===== config.mk =====
export PLATFORM = sky130hd
export DESIGN_NAME = avg_zoom_out
export DESIGN_NICKNAME = d
export VERILOG_FILES = /design/src/rtl/zoom_pkg.sv /design/src/rtl/zoom_acc_bank.sv /design/src/rtl/avg_zoom_out.sv
export SDC_FILE = /design/constraint.sdc
export NUM_CORES = 1
export LEC_CHECK = 0
export ABC_CLOCK_PERIOD_IN_PS = 4100
export CAP_MARGIN = 25
export CORE_MARGIN = 5
export CORE_UTILIZATION = 40
export CTS_CLUSTER_DIAMETER = 60
export DETAILED_ROUTE_END_ITERATION = 12
export PLACE_DENSITY_LB_ADDON = 0.1
export SYNTH_ARGS = -nofsm -noshare
export SYNTH_HDL_FRONTEND = slang
export SYNTH_SLANG_ARGS = --single-unit

===== constraint.sdc =====
create_clock -name clock -period 4.1 [get_ports clock]
set_input_delay 0.41 -clock clock [delete_from_list [all_inputs] [get_ports clock]]
set_output_delay 0.41 -clock clock [all_outputs]
set_load 0.005 [all_outputs]

===== src/rtl/zoom_pkg.sv =====
`default_nettype none
// ============================================================================
// Module  : zoom_pkg
// Brief   : Shared constants, width helpers and state encoding for the
//           zoom-in / zoom-out image scaling paths.
// Revision: 1.0 - initial release
// ============================================================================
package zoom_pkg;

  // Default frame geometry and pixel depth.
  localparam int LARGURA_DEF = 4;
  localparam int ALTURA_DEF  = 4;
  localparam int ZOOM_DEF    = 2;
  localparam int PIX_W_DEF   = 8;

  // Ceiling log2; clog2(1) = 0.
  function automatic int clog2(input int value);
    int r;
    int v;
    r = 0;
    v = value - 1;
    while (v > 0) begin
      r = r + 1;
      v = v >> 1;
    end
    return r;
  endfunction

  // Width of an index/counter covering n entries, never narrower than 1 bit.
  function automatic int idx_width(input int n);
    return (n > 1) ? clog2(n) : 1;
  endfunction

  // A ZOOM x ZOOM block sum of pix_w-bit pixels needs 2*log2(ZOOM) extra bits.
  function automatic int acc_width(input int pix_w, input int zoom);
    return pix_w + 2 * clog2(zoom);
  endfunction

  // Frame tracking state shared by both scaling directions.
  typedef enum logic [0:0] {
    IDLE = 1'b0,
    RUN  = 1'b1
  } zoom_state_t;

endpackage
`default_nettype wire


===== src/rtl/zoom_acc_bank.sv =====
`default_nettype none
// ============================================================================
// Module  : zoom_acc_bank
// Brief   : One partial-sum register per output column. Presents the sum of
//           the selected entry and the incoming pixel, and on write either
//           reloads the entry with the pixel or stores that sum.
// Revision: 1.0 - initial release
// ============================================================================
module zoom_acc_bank
  import zoom_pkg::*;
#(
  parameter int DEPTH = 2,
  parameter int ACC_W = 10,
  parameter int PIX_W = 8,
  localparam int IDX_W = idx_width(DEPTH)
) (
  input  logic             clock,
  input  logic [IDX_W-1:0] index,
  input  logic             write,
  input  logic             load,
  input  logic [PIX_W-1:0] pixel,
  output logic [ACC_W-1:0] sum
);

  // Contents are always overwritten by the first pixel of a block, so no reset.
  logic [ACC_W-1:0] acc [DEPTH];

  // Running block sum including the pixel currently presented.
  always_comb begin
    sum = acc[index] + ACC_W'(pixel);
  end

  // Start a new block sum or extend the existing one.
  always_ff @(posedge clock) begin
    if (write) begin
      acc[index] <= load ? ACC_W'(pixel) : sum;
    end
  end

endmodule
`default_nettype wire


===== src/rtl/avg_zoom_out.sv =====
`default_nettype none
// ============================================================================
// Module  : avg_zoom_out
// Brief   : Streaming box-filter downscaler. Each output pixel is the
//           round-half-up mean of a ZOOM x ZOOM input block, emitted through
//           a single output register with valid/ready flow control.
// Revision: 1.0 - initial release
// ============================================================================
module avg_zoom_out
  import zoom_pkg::*;
#(
  parameter int LARGURA = LARGURA_DEF,
  parameter int ALTURA  = ALTURA_DEF,
  parameter int ZOOM    = ZOOM_DEF,
  parameter int PIX_W   = PIX_W_DEF
) (
  input  logic             clock,
  input  logic             reset,
  input  logic             in_valid,
  output logic             in_ready,
  input  logic [PIX_W-1:0] in_pixel,
  input  logic             in_sof,
  output logic             out_valid,
  input  logic             out_ready,
  output logic [PIX_W-1:0] out_pixel,
  output logic             out_sof,
  output logic             out_eof,
  output logic             err_sof
);

  localparam int ZL       = clog2(ZOOM);
  localparam int NLARGURA = LARGURA / ZOOM;
  localparam int NALTURA  = ALTURA / ZOOM;
  localparam int ACC_W    = PIX_W + 2 * ZL;
  localparam int COL_W    = idx_width(LARGURA);
  localparam int ROW_W    = idx_width(ALTURA);
  localparam int IDX_W    = idx_width(NLARGURA);

  localparam logic [COL_W-1:0] COL_LAST = COL_W'(LARGURA - 1);
  localparam logic [ROW_W-1:0] ROW_LAST = ROW_W'(ALTURA - 1);
  localparam logic [COL_W-1:0] COL_MASK = COL_W'(ZOOM - 1);
  localparam logic [ROW_W-1:0] ROW_MASK = ROW_W'(ZOOM - 1);
  localparam logic [COL_W-1:0] BLK_COL_LAST = COL_W'(NLARGURA - 1);
  localparam logic [ROW_W-1:0] BLK_ROW_LAST = ROW_W'(NALTURA - 1);
  // Half of the block size; evaluates to zero for ZOOM = 1 (passthrough).
  localparam logic [ACC_W-1:0] ROUND = ACC_W'((2 ** (2 * ZL)) / 2);

  zoom_state_t      state, state_next;
  logic [ROW_W-1:0] linha, linha_next;
  logic [COL_W-1:0] coluna, coluna_next;

  logic             accept;
  logic             process;
  logic [ROW_W-1:0] pos_l;
  logic [COL_W-1:0] pos_c;
  logic             first_pix;
  logic             last_pix;
  logic             err_det;
  logic [IDX_W-1:0] acc_index;
  logic [ACC_W-1:0] acc_sum;
  logic [ACC_W-1:0] block_sum;
  logic [PIX_W-1:0] avg;

  // Only one output register, so input may advance whenever it is free or draining.
  assign in_ready = ~out_valid | out_ready;
  assign accept   = in_valid & in_ready;

  // A sof pixel always restarts at (0,0); without sof, IDLE discards the pixel.
  assign process = accept & ((state == RUN) | in_sof);
  assign pos_l   = (in_sof || state == IDLE) ? '0 : linha;
  assign pos_c   = (in_sof || state == IDLE) ? '0 : coluna;

  assign first_pix = ((pos_c & COL_MASK) == '0) && ((pos_l & ROW_MASK) == '0);
  assign last_pix  = ((pos_c & COL_MASK) == COL_MASK) && ((pos_l & ROW_MASK) == ROW_MASK);
  assign err_det   = accept & in_sof & (state == RUN) & ((linha != '0) | (coluna != '0));
  assign acc_index = IDX_W'(pos_c >> ZL);

  zoom_acc_bank #(
    .DEPTH(NLARGURA),
    .ACC_W(ACC_W),
    .PIX_W(PIX_W)
  ) u_acc_bank (
    .clock(clock),
    .index(acc_index),
    .write(process),
    .load (first_pix),
    .pixel(in_pixel),
    .sum  (acc_sum)
  );

  // A block's first pixel ignores whatever is stale in its accumulator.
  assign block_sum = first_pix ? ACC_W'(in_pixel) : acc_sum;
  assign avg       = PIX_W'((block_sum + ROUND) >> (2 * ZL));

  // Frame state and raster position registers.
  always_ff @(posedge clock or negedge reset) begin
    if (!reset) begin
      state  <= IDLE;
      linha  <= '0;
      coluna <= '0;
    end else begin
      state  <= state_next;
      linha  <= linha_next;
      coluna <= coluna_next;
    end
  end

  // Advance the raster position for each processed pixel; frame end returns to IDLE.
  always_comb begin
    state_next  = state;
    linha_next  = linha;
    coluna_next = coluna;
    if (process) begin
      if (pos_c == COL_LAST) begin
        coluna_next = '0;
        if (pos_l == ROW_LAST) begin
          linha_next = '0;
          state_next = IDLE;
        end else begin
          linha_next = pos_l + ROW_W'(1);
          state_next = RUN;
        end
      end else begin
        coluna_next = pos_c + COL_W'(1);
        linha_next  = pos_l;
        state_next  = RUN;
      end
    end
  end

  // Output register: load on block completion, clear valid once transferred.
  always_ff @(posedge clock or negedge reset) begin
    if (!reset) begin
      out_valid <= 1'b0;
      out_pixel <= '0;
      out_sof   <= 1'b0;
      out_eof   <= 1'b0;
      err_sof   <= 1'b0;
    end else begin
      err_sof <= err_det;
      if (process && last_pix) begin
        out_valid <= 1'b1;
        out_pixel <= avg;
        out_sof   <= ((pos_c >> ZL) == '0) && ((pos_l >> ZL) == '0);
        out_eof   <= ((pos_c >> ZL) == BLK_COL_LAST) && ((pos_l >> ZL) == BLK_ROW_LAST);
      end else if (out_ready) begin
        out_valid <= 1'b0;
      end
    end
  end

endmodule
`default_nettype wire

==> impl_metrics.py <==
metrics = {
    "outcome": {
        "status": "complete, no violations",
    },
    "clocking": {
        "clockBufferDepth": 2,
        "post_cts_buffers": 0,
        "cts-root-buf": "clkbuf_8",
        "numCtsBuffers": 5,
        "cts_tree": "yes",
        "clock_latency_ns": 0.28,
        "cts-resized-gates": 0,
        "cts_num_sinks": 37,
        "path_clk_slew_ns": 0.08,
        "postCtsHoldBufs": 0,
        "htreeDepth": 2,
    },
    "setup_path": {
        "slowest_delay_ns": 0.46,
        "startpoint_type": "input port",
        "r2r_end": "out_pixel[7]",
        "required_ns": 4.27,
        "r2r_cells": 13,
        "reg2reg_from": "state",
        "path_max_fanout": 5,
        "crit_type": "in -> reg",
        "end_kind": "flop",
        "cpMaxStageDelayCell": "clkdlybuf4s50_1",
        "arrival_ns": 3.59,
        "worstPathCellList": "clkdlybuf4s50_1 -> nor2b_4 -> nand2_2 -> mux2_2 -> ha_1 -> inv_1 -> fa_1 -> xor2_1 -> o21ai_0 -> ha_1 -> inv_1 -> a211oi_2 -> nand4b_1 -> xnor2_1 -> o21ai_1",
        "path_delay_family": "adder cells",
        "worstPathBufferInverterCount": 3,
        "r2r_setup_slack_ns": 0.89,
    },
    "timing": {
        "finalCritPeriodShare": 0.8355,
        "maxSlewViolCount": 0,
        "slew_headroom": 0.4013,
        "holdWs_ns": 0.4836,
        "hold_viol": 0,
        "timing.setup.tns_ns": 0,
        "worst_pin_slew_ns": 0.8962,
        "fmax_mhz": 291.9,
        "fin_skew_ns": 0.006274,
        "setup_violations": 0,
        "fin_crit_ns": 3.425,
        "grt_setup_unrepaired": "false",
    },
    "power_and_ir_drop": {
        "power.total_mw": 1.359,
        "leakage_nw": 1.075,
        "p_per_area_mw_per_mm2": 511.5,
        "swShare": 0.3547,
        "p_switching_mw": 0.4822,
        "ir_drop_v": 0.0002725,
        "pwr-share-seq": 0.389,
        "p_clk_frac": 0.182,
        "pwr-share-comb": 0.428,
        "intPower_mw": 0.8771,
    },
    "cells_and_area": {
        "multi_input_area_mm2": 0.001152,
        "layout-drive-gt1-share": 0.1583,
        "nets": 265,
        "layout_common_cells": "nand2_1, clkdlybuf4s50_1, edfxtp_1, dfrtp_1, o21ai_0",
        "regArea_mm2": 0.001026,
        "finalInstanceArea_mm2": 0.002658,
        "final_common_cell": "nand2_1",
        "diodes": 0,
        "synthToLayoutAreaGrowth_pct": 16.83,
        "fill_cells": 528,
        "final_util": 0.4826,
    },
    "hold_path": {
        "min_path_cells": 2,
        "hold_path_end": "out_eof",
        "hold_start": "out_eof",
        "hold_path_class": "reg -> reg",
    },
    "yosys": {
        "synth-seq-area-share": 0.4510,
        "synth.largest_area_cell": "edfxtp_1",
        "synthArstFlopShare": 0.4595,
        "synth_top_area_frac": 0.2640,
        "ys_warn_count": 0,
        "syn_area_mm2": 0.002275,
        "synth_area_leaders": "edfxtp_1, dfrtp_1, ha_1",
        "dominantRegCellSynth": "edfxtp_1",
        "yosysUniqueCellTypes": 56,
        "ys_seq_elements": 37,
        "syn_inst": 211,
        "synth.net_count": 237,
        "synth.avg_cell_area_um2": 10.78,
        "synth-edff-count": 20,
    },
    "floorplan": {
        "die_area_mm2": 0.007295,
        "die_w_um": 85.41,
        "io_pins": 26,
        "start_util": 0.4131,
        "rows": 27,
        "die_h_um": 85.41,
        "coreArea_mm2": 0.005507,
    },
    "global_route": {
        "antenna_found_initial": 0,
        "grt_max_degree": 20,
        "globalRouteOverflowTotal": 0,
        "grt_pass1_wl_um": 8383,
        "grt_pass1_vias": 1625,
        "grt_use_total": 0.1448,
    },
    "route": {
        "wl_per_cell_um": 15.92,
        "ant_nets": 0,
        "via_per_inst": 5.179,
        "drt-total-wl_um": 4968,
        "first_pass_iters": 4,
        "drcViolationCount": 0,
        "via_count": 1616,
        "drt_iter0_drc": 71,
    },
    "placement": {
        "post_dp_cell_area_mm2": 0.002571,
        "dp_hpwl_um": 3846,
        "io_buffers": 25,
        "gp_congestion": 0.8012,
    },
    "job": {
        "max-cap-violations": 0,
    },
}
-- cell usage after synthesis, types with 3 or more instances --
cell type	instances
nand2_1	31
edfxtp_1	20
dfrtp_1	17
o21ai_0	13
ha_1	12
mux2_2	12
nor2_1	10
inv_1	8
a21oi_1	7
o21ai_1	7
xor2_1	7
mux2i_1	4
xnor2_1	4
nand2b_1	3
nand3_1	3
-- tightest hold or removal path: stages (launching register included) --
cell and delay, ns:
dfrtp_1 0.34, nand2_1 0.04, o21ai_0 0.06
-- final cells by class --
type,count,area share
Multi-Input combinational cell,159,0.4336
Tap cell,72,0.03390
Clock buffer,5,0.02589
Clock inverter,3,0.006591
Inverter,8,0.01130
Timing Repair Buffer,28,0.1026
Sequential cell,37,0.3861
-- flip-flops by register name, summed over array words and instances, names as in the netlist --
name / cells
out_eof: 1
out_valid: 1
u_acc_bank.acc: 20
state: 1
out_sof: 1
err_sof: 1
out_pixel: 8
coluna: 2
linha: 2
-- routing by layer --
metal  vias up  track usage  part of all wire
li1        825            -                 -
met1       765       0.2226              0.55
met2        22       0.2055              0.42
met3         4      0.03010             0.027
met4         0      0.03453            0.0081
met5         -            0                 0
-- metrics by stage --
stage | instances | setup WS, ns
final | 312 | 0.6745
after global routing | 312 | 0.4799
after CTS | 312 | 0.6642
after detailed placement | 304 | 0.3873
after global placement | 304 | 0.3585
after floorplan | 211 | 0.8302
-- logic make-up after synthesis --
family	Yosys count	synth area share
compound gates	47	0.1414
buf+inv	15	0.04235
mux	16	0.07701
fa+ha+maj	13	0.07481
xor+xnor	11	0.04235
flops	37	0.4510
simple gates	72	0.1711
-- worst max-delay path by stage --
| stage | startpoint | to | slack, ns | cells past startpoint |
|---|---|---|---|---|
| final | in_sof | out_pixel[7] | 0.67 | 15 |
| after global routing | in_sof | out_pixel[7] | 0.48 | 15 |
| after CTS | in_sof | out_pixel[7] | 0.66 | 15 |
| after detailed placement | in_sof | out_pixel[7] | 0.39 | 15 |
| after global placement | in_sof | out_pixel[7] | 0.36 | 15 |
| after floorplan | in_sof | out_pixel[7] | 0.83 | 15 |
-- power by group through the flow --
stage                     Sequential (mW)  Combinational, mW  Clock, mW
after floorplan                     0.531              0.384          0
after global placement              0.537              0.580          0
after detailed placement            0.536              0.578          0
after CTS                           0.529              0.586      0.259
after global routing                0.540              0.643      0.277
final                               0.529              0.582      0.248
(Power assumes the default switching activity.)
